File: config.mk
export PLATFORM = sky130hd
export DESIGN_NAME = fetch_unit_flat
export DESIGN_NICKNAME = d
export VERILOG_FILES = /design/src/rtl/fetch_unit_pkg.sv /design/src/rtl/fetch_unit_if.sv /design/src/rtl/fetch_unit_npc_sel.sv /design/src/rtl/fetch_unit.sv /design/src/flat_wrapper.sv
export SDC_FILE = /design/constraint.sdc
export NUM_CORES = 1
export LEC_CHECK = 0
export CORE_ASPECT_RATIO = 1.5
export CORE_UTILIZATION = 55
export DETAILED_ROUTE_END_ITERATION = 12
export DONT_BUFFER_PORTS = 1
export PLACE_DENSITY_LB_ADDON = 0.12
export SLEW_MARGIN = 20
export SYNTH_ARGS = -nofsm -noshare
export SYNTH_HDL_FRONTEND = slang
export SYNTH_HIERARCHICAL = 1
export SYNTH_SLANG_ARGS = --single-unit
File: constraint.sdc
create_clock -name CLK -period 2.59 [get_ports CLK]
set_clock_uncertainty 0.1 [all_clocks]
set_input_delay 0.518 -clock CLK [delete_from_list [all_inputs] [get_ports CLK]]
set_output_delay 0.518 -clock CLK [all_outputs]
set_load 0.02 [all_outputs]
File: src/rtl/fetch_unit_pkg.sv
// Shared types for the fetch stage: next-PC select, HALT tracking states and the IF/ID latch layout.
package fetch_unit_pkg;

  typedef enum logic [1:0] {
    PC4    = 2'd0,
    BRANCH = 2'd1,
    JUMP   = 2'd2,
    JR     = 2'd3
  } PCSrc_t;

  typedef enum logic [1:0] {
    FETCH     = 2'd0,
    HALT_PEND = 2'd1,
    HALTED    = 2'd2
  } fetch_state_t;

  typedef struct packed {
    logic [31:0] instr;
    logic [31:0] npc;
    logic        valid;
  } ifid_t;

  localparam logic [5:0] HALT_OPCODE = 6'h3F;

  localparam ifid_t IFID_BUBBLE = '{instr: 32'h0, npc: 32'h0, valid: 1'b0};

  function automatic logic is_halt(input logic [31:0] instr, input logic [5:0] op);
    return instr[31:26] == op;
  endfunction

endpackage

File: src/rtl/fetch_unit_if.sv
// Instruction-memory port between the fetch stage (master) and the memory/cache (slave).
interface fetch_unit_if;

  logic        ihit;
  logic [31:0] imemload;
  logic [31:0] imemaddr;
  logic        imemREN;

  modport master (
    input  ihit,
    input  imemload,
    output imemaddr,
    output imemREN
  );

  modport slave (
    output ihit,
    output imemload,
    input  imemaddr,
    input  imemREN
  );

endinterface

File: src/rtl/fetch_unit_npc_sel.sv
// Combinational next-PC mux; PC+4 is also exported because the IF/ID latch records it.
module npc_sel
  import fetch_unit_pkg::*;
(
  input  logic [31:0] pc,
  input  PCSrc_t      pc_src,
  input  logic [31:0] br_target,
  input  logic [31:0] j_target,
  input  logic [31:0] jr_target,
  output logic [31:0] pc_plus4,
  output logic [31:0] next_pc
);

  assign pc_plus4 = pc + 32'd4;

  always_comb begin
    next_pc = pc_plus4;
    case (pc_src)
      PC4:     next_pc = pc_plus4;
      BRANCH:  next_pc = br_target;
      JUMP:    next_pc = j_target;
      JR:      next_pc = jr_target;
      default: next_pc = pc_plus4;
    endcase
  end

endmodule

File: src/rtl/fetch_unit.sv
// Instruction fetch stage with the IF/ID pipeline latch, PC redirects and HALT tracking.
module fetch_unit
  import fetch_unit_pkg::*;
#(
  parameter logic [31:0] PC_INIT = 32'h0000_0000,
  parameter logic [5:0]  HALT_OP = HALT_OPCODE
) (
  input  logic                CLK,
  input  logic                nRST,
  fetch_unit_if.master        imem,
  input  logic                pc_en,
  input  logic                id_en,
  input  logic                flushed,
  input  PCSrc_t              pc_src,
  input  logic [31:0]         br_target,
  input  logic [31:0]         j_target,
  input  logic [31:0]         jr_target,
  output logic [31:0]         ifid_instr,
  output logic [31:0]         ifid_npc,
  output logic                ifid_valid,
  output logic                halt_out,
  output logic [31:0]         fetch_cnt
);

  fetch_state_t state_q, state_d;
  logic [31:0]  pc_q, pc_d;
  ifid_t        ifid_q, ifid_d;
  logic [31:0]  cnt_q, cnt_d;
  logic [31:0]  pc_plus4;
  logic [31:0]  next_pc;
  logic         fetching;
  logic         load_word;

  npc_sel u_npc_sel (
    .pc        (pc_q),
    .pc_src    (pc_src),
    .br_target (br_target),
    .j_target  (j_target),
    .jr_target (jr_target),
    .pc_plus4  (pc_plus4),
    .next_pc   (next_pc)
  );

  assign fetching  = (state_q == FETCH);
  assign load_word = !flushed && id_en && imem.ihit && fetching;

  always_ff @(posedge CLK or negedge nRST) begin
    if (!nRST) begin
      state_q <= FETCH;
    end else begin
      state_q <= state_d;
    end
  end

  // A HALT only stops the core once it reaches ID unsquashed; a flush while pending resumes fetching.
  always_comb begin
    state_d = state_q;
    case (state_q)
      FETCH: begin
        if (load_word && is_halt(imem.imemload, HALT_OP)) state_d = HALT_PEND;
      end
      HALT_PEND: begin
        if (flushed)    state_d = FETCH;
        else if (id_en) state_d = HALTED;
      end
      HALTED:  state_d = HALTED;
      default: state_d = FETCH;
    endcase
  end

  always_comb begin
    pc_d   = pc_q;
    ifid_d = ifid_q;
    cnt_d  = cnt_q;
    if (state_q != HALTED) begin
      // Redirects win over sequential fetch even without ihit; the pending read is simply dropped.
      if (pc_en) begin
        if (pc_src != PC4)            pc_d = next_pc;
        else if (imem.ihit && fetching) pc_d = pc_plus4;
      end
      if (flushed) begin
        ifid_d = IFID_BUBBLE;
      end else if (load_word) begin
        ifid_d = '{instr: imem.imemload, npc: pc_plus4, valid: 1'b1};
        cnt_d  = cnt_q + 32'd1;
      end else if (id_en) begin
        ifid_d = IFID_BUBBLE;
      end
    end
  end

  always_ff @(posedge CLK or negedge nRST) begin
    if (!nRST) begin
      pc_q   <= PC_INIT;
      ifid_q <= IFID_BUBBLE;
      cnt_q  <= 32'h0;
    end else begin
      pc_q   <= pc_d;
      ifid_q <= ifid_d;
      cnt_q  <= cnt_d;
    end
  end

  assign imem.imemaddr = pc_q;
  assign imem.imemREN  = fetching;
  assign ifid_instr    = ifid_q.instr;
  assign ifid_npc      = ifid_q.npc;
  assign ifid_valid    = ifid_q.valid;
  assign halt_out      = (state_q == HALTED);
  assign fetch_cnt     = cnt_q;

endmodule

File: src/flat_wrapper.sv
// flat-port wrapper written by rule: the top's interface ports become plain ports
module fetch_unit_flat import fetch_unit_pkg::*;
#(
  parameter logic [31:0] PC_INIT = 32'h0000_0000,
  parameter logic [5:0]  HALT_OP = HALT_OPCODE
)
  (CLK, nRST, pc_en, id_en, flushed, pc_src, br_target, j_target, jr_target, ifid_instr, ifid_npc, ifid_valid, halt_out, fetch_cnt, imem_ihit, imem_imemload, imem_imemaddr, imem_imemREN);
  fetch_unit_if imem_i ();
  input  logic CLK;
  input  logic nRST;
  input  logic pc_en;
  input  logic id_en;
  input  logic flushed;
  input  PCSrc_t pc_src;
  input  logic [31:0] br_target;
  input  logic [31:0] j_target;
  input  logic [31:0] jr_target;
  output logic [31:0] ifid_instr;
  output logic [31:0] ifid_npc;
  output logic ifid_valid;
  output logic halt_out;
  output logic [31:0] fetch_cnt;
  input wire logic [$bits(imem_i.ihit)-1:0] imem_ihit;
  input wire logic [$bits(imem_i.imemload)-1:0] imem_imemload;
  output wire logic [$bits(imem_i.imemaddr)-1:0] imem_imemaddr;
  output wire logic [$bits(imem_i.imemREN)-1:0] imem_imemREN;
  assign imem_i.ihit = imem_ihit;
  assign imem_i.imemload = imem_imemload;
  assign imem_imemaddr = imem_i.imemaddr;
  assign imem_imemREN = imem_i.imemREN;
  fetch_unit #(.PC_INIT(PC_INIT), .HALT_OP(HALT_OP)) u_core (.CLK(CLK), .nRST(nRST), .imem(imem_i), .pc_en(pc_en), .id_en(id_en), .flushed(flushed), .pc_src(pc_src), .br_target(br_target), .j_target(j_target), .jr_target(jr_target), .ifid_instr(ifid_instr), .ifid_npc(ifid_npc), .ifid_valid(ifid_valid), .halt_out(halt_out), .fetch_cnt(fetch_cnt));
endmodule
==> summary.md, run 1 <==
| Metric | Value |
|---|---|
| DRT iter0 DRCs | 179 |
| RSZ-0062 raised after global routing | no |
| Slowest CP cell | mux4_2 |
| Max Cap Violations | 0 |
| Syn_nets | 693 |
| Layout cells sized above 1 | 0.207 |
| Min-delay worst type | input port to async pin |
| Syn_area_per_cell | 12.4 um^2 |
| Drt drc | 0 |
| Boundary Pins | 267 |
| Clock Latency Late Sink | 0.41 ns |
| CP endpoint kind | flop |
| Worst-path clk slew | 0.06 ns |
| Clk sinks | 131 |
| CP Data Required Time | 2.76 ns |
| Final Hold Fails | 131 |
| TritonCTS buffer count | 17 |
| ANT nets after route | 0 |
| Crit Path Category | flop to flop |
| Core box area | 12100 um^2 |
| Worst hold margin | -0.295 ns |
| Buffers on Ports | 0 |
| Worst R2R Start | u_core/imem.imemaddr[3] |
| Number of synthesized flops with an enable pin | 0 |
| Worst slew pin tran | 1.07 ns |
| DIE AREA | 13000 um^2 |
| Adder-cell share of the synthesized area | 0.00364 |
| Critical Path AT | 2.61 ns |
| Die Height | 139 um |
| Worst-path fanout max | 8 |
| Endpoints failing setup | 0 |
| Worst path max stage delay | 0.51 ns |
| All-Layer GR Usage | 0.271 |
| Postcts setup bufs | 0 |
| Top FF cell, synth | dfrtp_1 |
| Multiplexer share of the synthesized area | 0.151 |
| Final #Nets | 709 |
| Compound-gate portion of the synthesized area | 0.117 |
| Largest net degree at the start of global routing | 132 |
| Initial antenna violation count | 0 |
| Area Growth Syn to Fin | 11.8% |
| Die Wd | 93.3 um |
| Leak | 3.48 nW |
| Sequential fraction of the synthesis area | 0.476 |
| Power Dens Cells | 799 nW/um^2 |
| DR pass1 iterations | 5 |
| CTS tree | done |
| Status | finished, violations left |
| H-tree depth | 4 |
| Vias in the first global route | 5084 |
| Slew HR | 0.287 |
| Post-synthesis instance total | 555 |
| XOR/XNOR Fraction of Synth Area | 0.0751 |
| Violated checks | hold timing |
| Post-route setup TNS | 0 ns |
| WL final | 17100 um |
| Largest family of logic cells by synthesized area | multiplexers |
| Clock buffer depth | 2 |
| Post-route minimum period | 2.44 ns |
| CTS root buf | clkbuf_16 |
| Yosys warnings | 6 |
| Most common cell after layout, fill and taps aside | dfrtp_1 |
| Fin util | 0.637 |
| Max-slew violations | 0 |
| VDD IR max | 0.000446 V |
| DR vias | 4693 |
| Simple-gate share of the synthesized area | 0.137 |
| FMAX | 410 MHz |
| Wire per inst | 23.2 um |
| FP Rows | 49 |
| Ant. Diodes | 0 |
| First-pass GRT wire length | 26700 um |
| Initial core utilization | 0.570 |
| Average vias per placed instance | 6.37 |
| Fin crit share | 0.941 |
| Post-synthesis async set-or-reset flop share | 1.00 |
| Routability Congestion | 0.840 |
| Synthesized area | 6880 um^2 |
| Remaining global-route overflow | 0 |
| Critical path, cell by cell | ha_2 > nand2_1 > nor2_1 > buf_4 > nand3_1 > xnor2_1 > mux4_2 > mux2i_1 > o21ai_0 |
| Synth cell types | 50 |
| Crit. Startpoint | u_core/imem.imemaddr[3] |
| Synth Register Bits | 131 |
| Worst setup SP type | flop |
| Most frequent cells in the layout | dfrtp_1, a22o_1, nand2_1 |
| Final HPWL DP | 12200 um |
## timing repair
action,in CTS,in global routing
gates resized for setup,0,1
endpoints found under the setup margin,0,4
endpoints found under the hold margin,131,131
## state kept, by name (all words and copies together), names as in the netlist
signal	count
u_core/ifid_npc	32
u_core/fetch_cnt	32
u_core/ifid_valid	1
u_core/imem.imemaddr	32
u_core/state_q	2
u_core/ifid_instr	32
## final timing paths
check	slack, ns	cells past startpoint	endpoint
worst min register to register	0.51	1	u_core/fetch_cnt[31]
worst min-delay path	-0.30	0	u_core/fetch_cnt[20]
min in group CLK	0.11	1	u_core/state_q[0]
max in group asynchronous	2.47	0	u_core/ifid_instr[26]
worst max register to register	0.15	9	u_core/imem.imemaddr[16]
worst max-delay path	0.15	9	u_core/imem.imemaddr[16]
## metrics by stage
step                instances  cell area (um^2)  hold WS (ns)  total power, W  setup slack, ns
floorplan                 555              6880         0.122         0.00343            0.244
global placement          705              7100         0.125         0.00376            0.174
detailed placement        705              7100         0.125         0.00379            0.128
CTS                       737              7690        -0.318         0.00621            0.107
global route              737              7700        -0.322         0.00641          0.00812
finish                    737              7700        -0.295         0.00615            0.153
## routing by layer
metal,part of all wire,global-route usage,vias to the layer above
met5,0,0,-
met4,0.018,0.101,0
met3,0.079,0.0784,27
met2,0.54,0.466,217
met1,0.36,0.317,2338
li1,-,-,2111
## final cells by class
type                       count  area [um^2]
clock buffer                  18          439
sequential                   131         3280
fill                         942         4380
clock inverter                14          151
tap                          153          191
inverter                       4         15.0
timing repair buffer          34          268
multi-input combinational    383         3350
## cell usage after synthesis (2+ instances only)
library cell  number  area, um^2
dfrtp_1          131        3280
a22o_1            64         561
nand2_1           49         184
xnor2_1           48         420
mux2i_1           32         320
o21ai_0           31         155
mux4_2            29         653
buf_2             20         100
nand3_1           20         100
nand4_1           19         119
and3_1            16         100
nor2_1            12        45.0
xor2_1            11        96.3
buf_6              6        67.6
and4_1             5        43.8
buf_4              5        37.5
inv_1              4        15.0
nand2b_1           4        25.0
nor2_4             4        45.0
and2_1             3        18.8
clkbuf_1           3        11.3
clkbuf_8           3        41.3
nor3_4             3        48.8
o21ai_1            3        15.0
a21o_1             2        15.0
ha_1               2        25.0
mux4_1             2        52.6
nand4bb_4          2        55.1
## kinds of logic (layout without fill, tap and decap cells)
kind of cell             count (synthesis)  in the layout
adder cells (fa/ha/maj)                  2              2
multiplexers                            64             64
AO/OA/AOI/OAI                          108            108
buffers and inverters                   41             70
XOR/XNOR                                59             59
flip-flops                             131            131
AND/OR/NAND/NOR                        150            150
## critical path: cells and delay by family (launching register included)
family,cells,cell delay (ns)
compound gates,1,0.10
xor+xnor,1,0.21
fa+ha+maj,1,0.23
buf+inv,1,0.20
flops,1,0.37
mux,2,0.69
simple gates,3,0.39
## power breakdown
part | internal, W | switching, W
Combinational | 0.000522 | 0.000627
Sequential | 0.00226 | 0.000360
Clock | 0.00145 | 0.000925
Total | 0.00423 | 0.00191
No activity file was read; power rests on OpenSTA's default activity.
==> run 2: changes to the inputs <==
CORE_UTILIZATION = 44   (was 55)
DONT_BUFFER_PORTS = default   (was 1)
GPL_TIMING_DRIVEN = 0   (was default)
==> run 2 against run 1 <==
The run now ends clean. Clock power decreased by 5%. Non-clock buffer count increased by 271. Core utilization increased by 4.7 points. Final area increased by 35%. Global-route usage decreased by 0.12 points. Via count increased by 25%. Final cell count increased by 43%. Die area increased by 25%. Register-to-register slack got worse by 0.02 ns. Worst hold slack improved by 0.69 ns. Fmax decreased by 0.79%. Critical path type unchanged. Critical endpoint is now u_core/imem.imemaddr[24]. Highest routed layer unchanged.
==> summary.md, run 2 (synthesis results as in run 1) <==
| Metric | Value |
|---|---|
| Status | complete, no violations (was finished, violations left) |
| CTS root buf | clkbuf_16 (unchanged) |
| Core box area | 15200 um^2 (was 12100 um^2) |
| Sw Pwr | 0.00208 W (was 0.00191 W) |
| Power Dens Cells | 637 nW/um^2 (was 799 nW/um^2) |
| DR pass1 iterations | 5 (unchanged) |
| Most common cell after layout, fill and taps aside | clkdlybuf4s50_1 (was dfrtp_1) |
| Die Height | 155 um (was 139 um) |
| Drt drc | 0 (unchanged) |
| DR vias | 5863 (was 4693) |
| Comb power frac | 0.273 (was 0.187) |
| Average vias per placed instance | 5.56 (was 6.37) |
| Clock Latency Late Sink | 0.41 ns (about the same) |
| Area Growth Syn to Fin | 51.2% (was 11.8%) |
| Worst-path clk slew | 0.06 ns (about the same) |
| Worst setup SP type | flop (unchanged) |
| Slew HR | 0.513 (was 0.287) |
| Die Wd | 104 um (was 93.3 um) |
| Min-delay worst type | flop to flop (was input port to async pin) |
| Layout cells sized above 1 | 0.139 (was 0.207) |
| Placed Cells | 1021 (was 705) |
| Initial core utilization | 0.453 (was 0.570) |
| Fillers | 1158 (was 942) |
| Worst-path fanout max | 10 (was 8) |
| Buffers on Ports | 266 (was 0) |
| FP Rows | 55 (was 49) |
| Crit Path Category | flop to flop (unchanged) |
| First-pass GRT wire length | 33500 um (was 26700 um) |
| Switching part of the total | 0.314 (was 0.311) |
| CP Data Required Time | 2.78 ns (was 2.76 ns) |
| H-tree depth | 4 (unchanged) |
| Final HPWL DP | 15700 um (was 12200 um) |
| Max-slew violations | 0 (unchanged) |
| Endpoints failing setup | 0 (unchanged) |
| Int Pwr | 0.00454 W (was 0.00423 W) |
| Multi-input logic area | 3340 um^2 (was 3350 um^2) |
| Boundary Pins | 267 (unchanged) |
| RSZ-0062 raised after global routing | no (unchanged) |
| Remaining global-route overflow | 0 (unchanged) |
| Leak | 4.47 nW (was 3.48 nW) |
| Clock buffer depth | 2 (unchanged) |
| Seq pwr share | 0.385 (was 0.426) |
| Wire per inst | 19.9 um (was 23.2 um) |
| Largest net degree at the start of global routing | 73 (was 132) |
| Final cell count without fillers | 1054 (was 737) |
| Final Hold Fails | 0 (was 131) |
| Post-route minimum period | 2.46 ns (was 2.44 ns) |
| Worst slew pin tran | 0.730 ns (was 1.07 ns) |
| Register area | 3280 um^2 (about the same) |
| Ant. Diodes | 0 (unchanged) |
| Area after DPL | 9830 um^2 (was 7100 um^2) |
| Most frequent cells in the layout | clkdlybuf4s50_1, dfrtp_1, a22o_1 (was dfrtp_1, a22o_1, nand2_1) |
| ANT nets after route | 0 (unchanged) |
| CTS tree | done (unchanged) |
| Vias in the first global route | 6289 (was 5084) |
| CP endpoint kind | flop (unchanged) |
| Design area | 10400 um^2 (was 7700 um^2) |
| VDD IR max | 0.000356 V (was 0.000446 V) |
| Critical Path AT | 2.65 ns (was 2.61 ns) |
| Fin crit share | 0.948 (was 0.941) |
| Pre-CTS WS | -0.167 ns (was 0.128 ns) |
| All-Layer GR Usage | 0.270 (was 0.271) |
| DIE AREA | 16200 um^2 (was 13000 um^2) |
| PnR worst setup slack | 0.134 ns (was 0.153 ns) |
| Initial antenna violation count | 0 (unchanged) |
| Fin util | 0.684 (was 0.637) |
| Routability Congestion | 0.857 (was 0.840) |
| DRT iter0 DRCs | 314 (was 179) |
| FMAX | 407 MHz (was 410 MHz) |
| Max Cap Violations | 0 (unchanged) |
| WL final | 21000 um (was 17100 um) |
| Clock share of power | 0.342 (was 0.387) |
| TritonCTS buffer count | 17 (unchanged) |
| Clk sinks | 131 (unchanged) |
| Final #Nets | 980 (was 709) |
run 2: per-stage QoR:
| step | hold slack (ns) | total power [W] | setup TNS, ns |
|---|---|---|---|
| after floorplan | 0.122 | 0.00343 | 0 |
| after CTS | 0.394 | 0.00668 | 0 |
| after detailed placement | 0.378 | 0.00438 | -1.28 |
| after global routing | 0.413 | 0.00692 | 0 |
| after global placement | 0.361 | 0.00434 | -564.72 |
| final | 0.392 | 0.00663 | 0 |
run 2: power groups by stage:
stage	combinational, W	clock [W]	sequential [W]
after CTS	0.00181	0.00232	0.00255
after global placement	0.00177	0	0.00257
final	0.00181	0.00227	0.00255
after detailed placement	0.00180	0	0.00258
after global routing	0.00192	0.00241	0.00259
after floorplan	0.000649	0	0.00279
run 2: critical path: stages (launching register included):
cell and delay, ns:
dfrtp_1 0.51, nand4_4 0.21, nor3_4 0.28, buf_6 0.18, nand4_1 0.11, xnor2_1 0.20
mux4_1 0.50, mux2i_1 0.15, o21ai_0 0.09
run 2: path summary, 6_finish.rpt:
path                                                  to  slack, ns  cells past startpoint               startpoint
worst max-delay path            u_core/imem.imemaddr[24]       0.13                      8  u_core/imem.imemaddr[5]
worst min-delay path                u_core/fetch_cnt[29]       0.39                      1     u_core/fetch_cnt[29]
worst max register to register  u_core/imem.imemaddr[24]       0.13                      8  u_core/imem.imemaddr[5]
worst min register to register      u_core/fetch_cnt[29]       0.39                      1     u_core/fetch_cnt[29]
max in group asynchronous        u_core/imem.imemaddr[2]       1.14                      3                     nRST
min in group asynchronous           u_core/fetch_cnt[30]       0.53                      2                     nRST
run 2: area by class of cell:
cell class	count	share of cell area
sequential	131	0.315
multi-input combinational	383	0.321
tap	199	0.0239
timing repair buffer	268	0.260
clock buffer	19	0.0416
buffer	37	0.0248
inverter	4	0.00144
clock inverter	13	0.0121
run 2: repair_timing:
item,in CTS,in global routing
buffers inserted,0,0
gates resized for setup,1,2
hold buffers,1,0
pin swaps,0,1
endpoints found under the setup margin,7,7
endpoints found under the hold margin,59,0
run 2: routing by layer:
layer  part of all wire  up-vias  GRT usage
met3              0.056       43     0.0570
li1                   -     2658          -
met5                  0        -          0
met4              0.033        0      0.138
met1               0.38     2918      0.305
met2               0.53      244      0.480
==> run 3: changes to the inputs <==
CORE_MARGIN = 3   (was default)
==> run 3 against run 2 <==
Clock-buffer cell count shrank 1. First-iteration DRC count fell by 10%. Non-clock buffer count stayed put. Die area increased by 6.5%. Largest cell class unchanged. Largest power group unchanged.
==> summary.md, run 3 (synthesis results as in run 1) <==
| Metric | Value |
|---|---|
| First-pass GRT wire length | 34200 um (was 33500 um) |
| Layout cells sized above 1 | 0.141 (was 0.139) |
| DIE AREA | 17200 um^2 (was 16200 um^2) |
| Crit Path Category | flop to flop (unchanged) |
| ANT nets after route | 0 (unchanged) |
| DRT iter0 DRCs | 282 (was 314) |
| Int Pwr | 0.00484 W (was 0.00454 W) |
| Final #Nets | 980 (unchanged) |
| CP Data Required Time | 2.78 ns (about the same) |
| Clock Latency Late Sink | 0.41 ns (about the same) |
| Initial antenna violation count | 0 (unchanged) |
| Average vias per placed instance | 5.57 (was 5.56) |
| Slew HR | 0.490 (was 0.513) |
| Largest net degree at the start of global routing | 101 (was 73) |
| DR vias | 5869 (was 5863) |
| H-tree depth | 4 (unchanged) |
| Initial core utilization | 0.453 (unchanged) |
| Wire per inst | 20.3 um (was 19.9 um) |
| Buffers on Ports | 266 (unchanged) |
| Remaining global-route overflow | 0 (unchanged) |
| Placed Cells | 1021 (unchanged) |
| Vias in the first global route | 6339 (was 6289) |
| Worst slew pin tran | 0.765 ns (was 0.730 ns) |
| CTS root buf | clkbuf_16 (unchanged) |
| Critical Path AT | 2.66 ns (was 2.65 ns) |
| Comb power frac | 0.263 (was 0.273) |
| Clock buffer depth | 2 (unchanged) |
| Die Wd | 108 um (was 104 um) |
| Worst R2R Start | u_core/imem.imemaddr[2] (was u_core/imem.imemaddr[5]) |
| CP endpoint kind | flop (unchanged) |
| Status | complete, no violations (unchanged) |
| Die Height | 159 um (was 155 um) |
| Max-slew violations | 0 (unchanged) |
| Endpoints failing setup | 0 (unchanged) |
| Clk sinks | 131 (unchanged) |
| Fin crit share | 0.953 (was 0.948) |
| Sw Pwr | 0.00206 W (was 0.00208 W) |
| TritonCTS buffer count | 17 (unchanged) |
| PnR worst setup slack | 0.122 ns (was 0.134 ns) |
| Crit. Startpoint | u_core/imem.imemaddr[2] (was u_core/imem.imemaddr[5]) |
| Drt drc | 0 (unchanged) |
| Seq pwr share | 0.369 (was 0.385) |
| Ant. Diodes | 0 (unchanged) |
| Min-delay worst type | flop to flop (unchanged) |
| CTS tree | done (unchanged) |
| Worst-path clk slew | 0.06 ns (about the same) |
| Worst setup SP type | flop (unchanged) |
| Area after DPL | 9830 um^2 (unchanged) |
| All-Layer GR Usage | 0.256 (was 0.270) |
| Max Cap Violations | 0 (unchanged) |
| Core box area | 15200 um^2 (unchanged) |
| Worst-path fanout max | 8 (was 10) |
| Most frequent cells in the layout | clkdlybuf4s50_1, dfrtp_1, a22o_1 (unchanged) |
| VDD IR max | 0.000455 V (was 0.000356 V) |
| Switching part of the total | 0.299 (was 0.314) |
| Power Dens Cells | 660 nW/um^2 (was 637 nW/um^2) |
| Most common cell after layout, fill and taps aside | clkdlybuf4s50_1 (unchanged) |
| RSZ-0062 raised after global routing | no (unchanged) |
| Pre-CTS WS | -0.180 ns (was -0.167 ns) |
| FMAX | 405 MHz (was 407 MHz) |
| Design area | 10500 um^2 (was 10400 um^2) |
| Routability Congestion | 0.850 (was 0.857) |
| Worst hold margin | 0.373 ns (was 0.392 ns) |
| Final Hold Fails | 0 (unchanged) |
| Final HPWL DP | 16200 um (was 15700 um) |
| WL final | 21400 um (was 21000 um) |
| Post-route minimum period | 2.47 ns (was 2.46 ns) |
| Leak | 4.50 nW (was 4.47 nW) |
| Area Growth Syn to Fin | 52.1% (was 51.2%) |
| FP Rows | 55 (unchanged) |
| Clock share of power | 0.369 (was 0.342) |
| Hold path startpoint | u_core/fetch_cnt[31] (was u_core/fetch_cnt[29]) |
| DR pass1 iterations | 5 (unchanged) |
| Boundary Pins | 267 (unchanged) |
| Final cell count without fillers | 1053 (was 1054) |
[run 3: cell count changes in the layout (fill, tap and decap cells not counted)]
| cell | before | now |
|---|---|---|
| clkbuf_8 | 3 | 4 |
| clkinvlp_4 | 1 | 2 |
| clkbuf_1 | 5 | 3 |
| inv_6 | 3 | 0 |
| clkinv_2 | 2 | 3 |
| bufinv_16 | 1 | 4 |
| clkinv_4 | 6 | 4 |
[run 3: what timing repair did]
action | 4_1_cts | 5_1_grt
setup endpoints to repair | 7 | 6
gates resized for setup | 1 | 2
hold endpoints to repair | 31 | 0
hold buffers | 1 | 0
setup buffers | 0 | 0
[run 3: metrics by stage]
stage          setup TNS [ns]   util  power, W
5_1_grt                     0  0.688   0.00722
2_1_floorplan               0      -   0.00343
3_5_place_dp            -1.72  0.646   0.00439
6_report                    0  0.688   0.00691
4_1_cts                     0  0.688   0.00696
3_3_place_gp          -558.63  0.644   0.00435
[run 3: power by group through the flow]
stage / sequential, W / combinational, W / clock (W)
CTS: 0.00255 / 0.00182 / 0.00259
finish: 0.00255 / 0.00181 / 0.00255
global placement: 0.00257 / 0.00178 / 0
floorplan: 0.00279 / 0.000649 / 0
detailed placement: 0.00257 / 0.00181 / 0
global route: 0.00259 / 0.00193 / 0.00270
[run 3: critical path, cell delays in order, from the launching register on]
cell and delay (ns):
dfrtp_1 0.42, ha_1 0.24, nand2_1 0.16, nor2_4 0.28
nand4_1 0.19, xnor2_1 0.21, mux4_1 0.51, mux2i_1 0.15
o21ai_0 0.09
[run 3: path summary, 6_finish.rpt]
| kind | end | slack, ns | cells past startpoint |
|---|---|---|---|
| worst min register to register | u_core/fetch_cnt[31] | 0.37 | 1 |
| worst min-delay path | u_core/fetch_cnt[31] | 0.37 | 1 |
| worst max-delay path | u_core/imem.imemaddr[24] | 0.12 | 8 |
| min in group asynchronous | u_core/fetch_cnt[21] | 0.45 | 2 |
| max in group asynchronous | u_core/state_q[1] | 1.16 | 3 |
| worst max register to register | u_core/imem.imemaddr[24] | 0.12 | 8 |
[run 3: area by class of cell]
type | instances | area (um^2)
flip-flops and latches | 131 | 3280
clock inverters | 13 | 185
multi-input cells | 383 | 3340
plain buffers | 37 | 258
clock buffers | 18 | 439
inverters | 4 | 15.0
repair buffers | 268 | 2710
fillers | 1158 | 4740
well taps | 199 | 249
[run 3: layer usage]
layer	global-route usage	up-vias	wire, um
li1	-	2656	-
met3	0.0629	37	1460
met2	0.448	255	11400
met1	0.297	2921	7940
met5	0	-	0
met4	0.0988	0	663
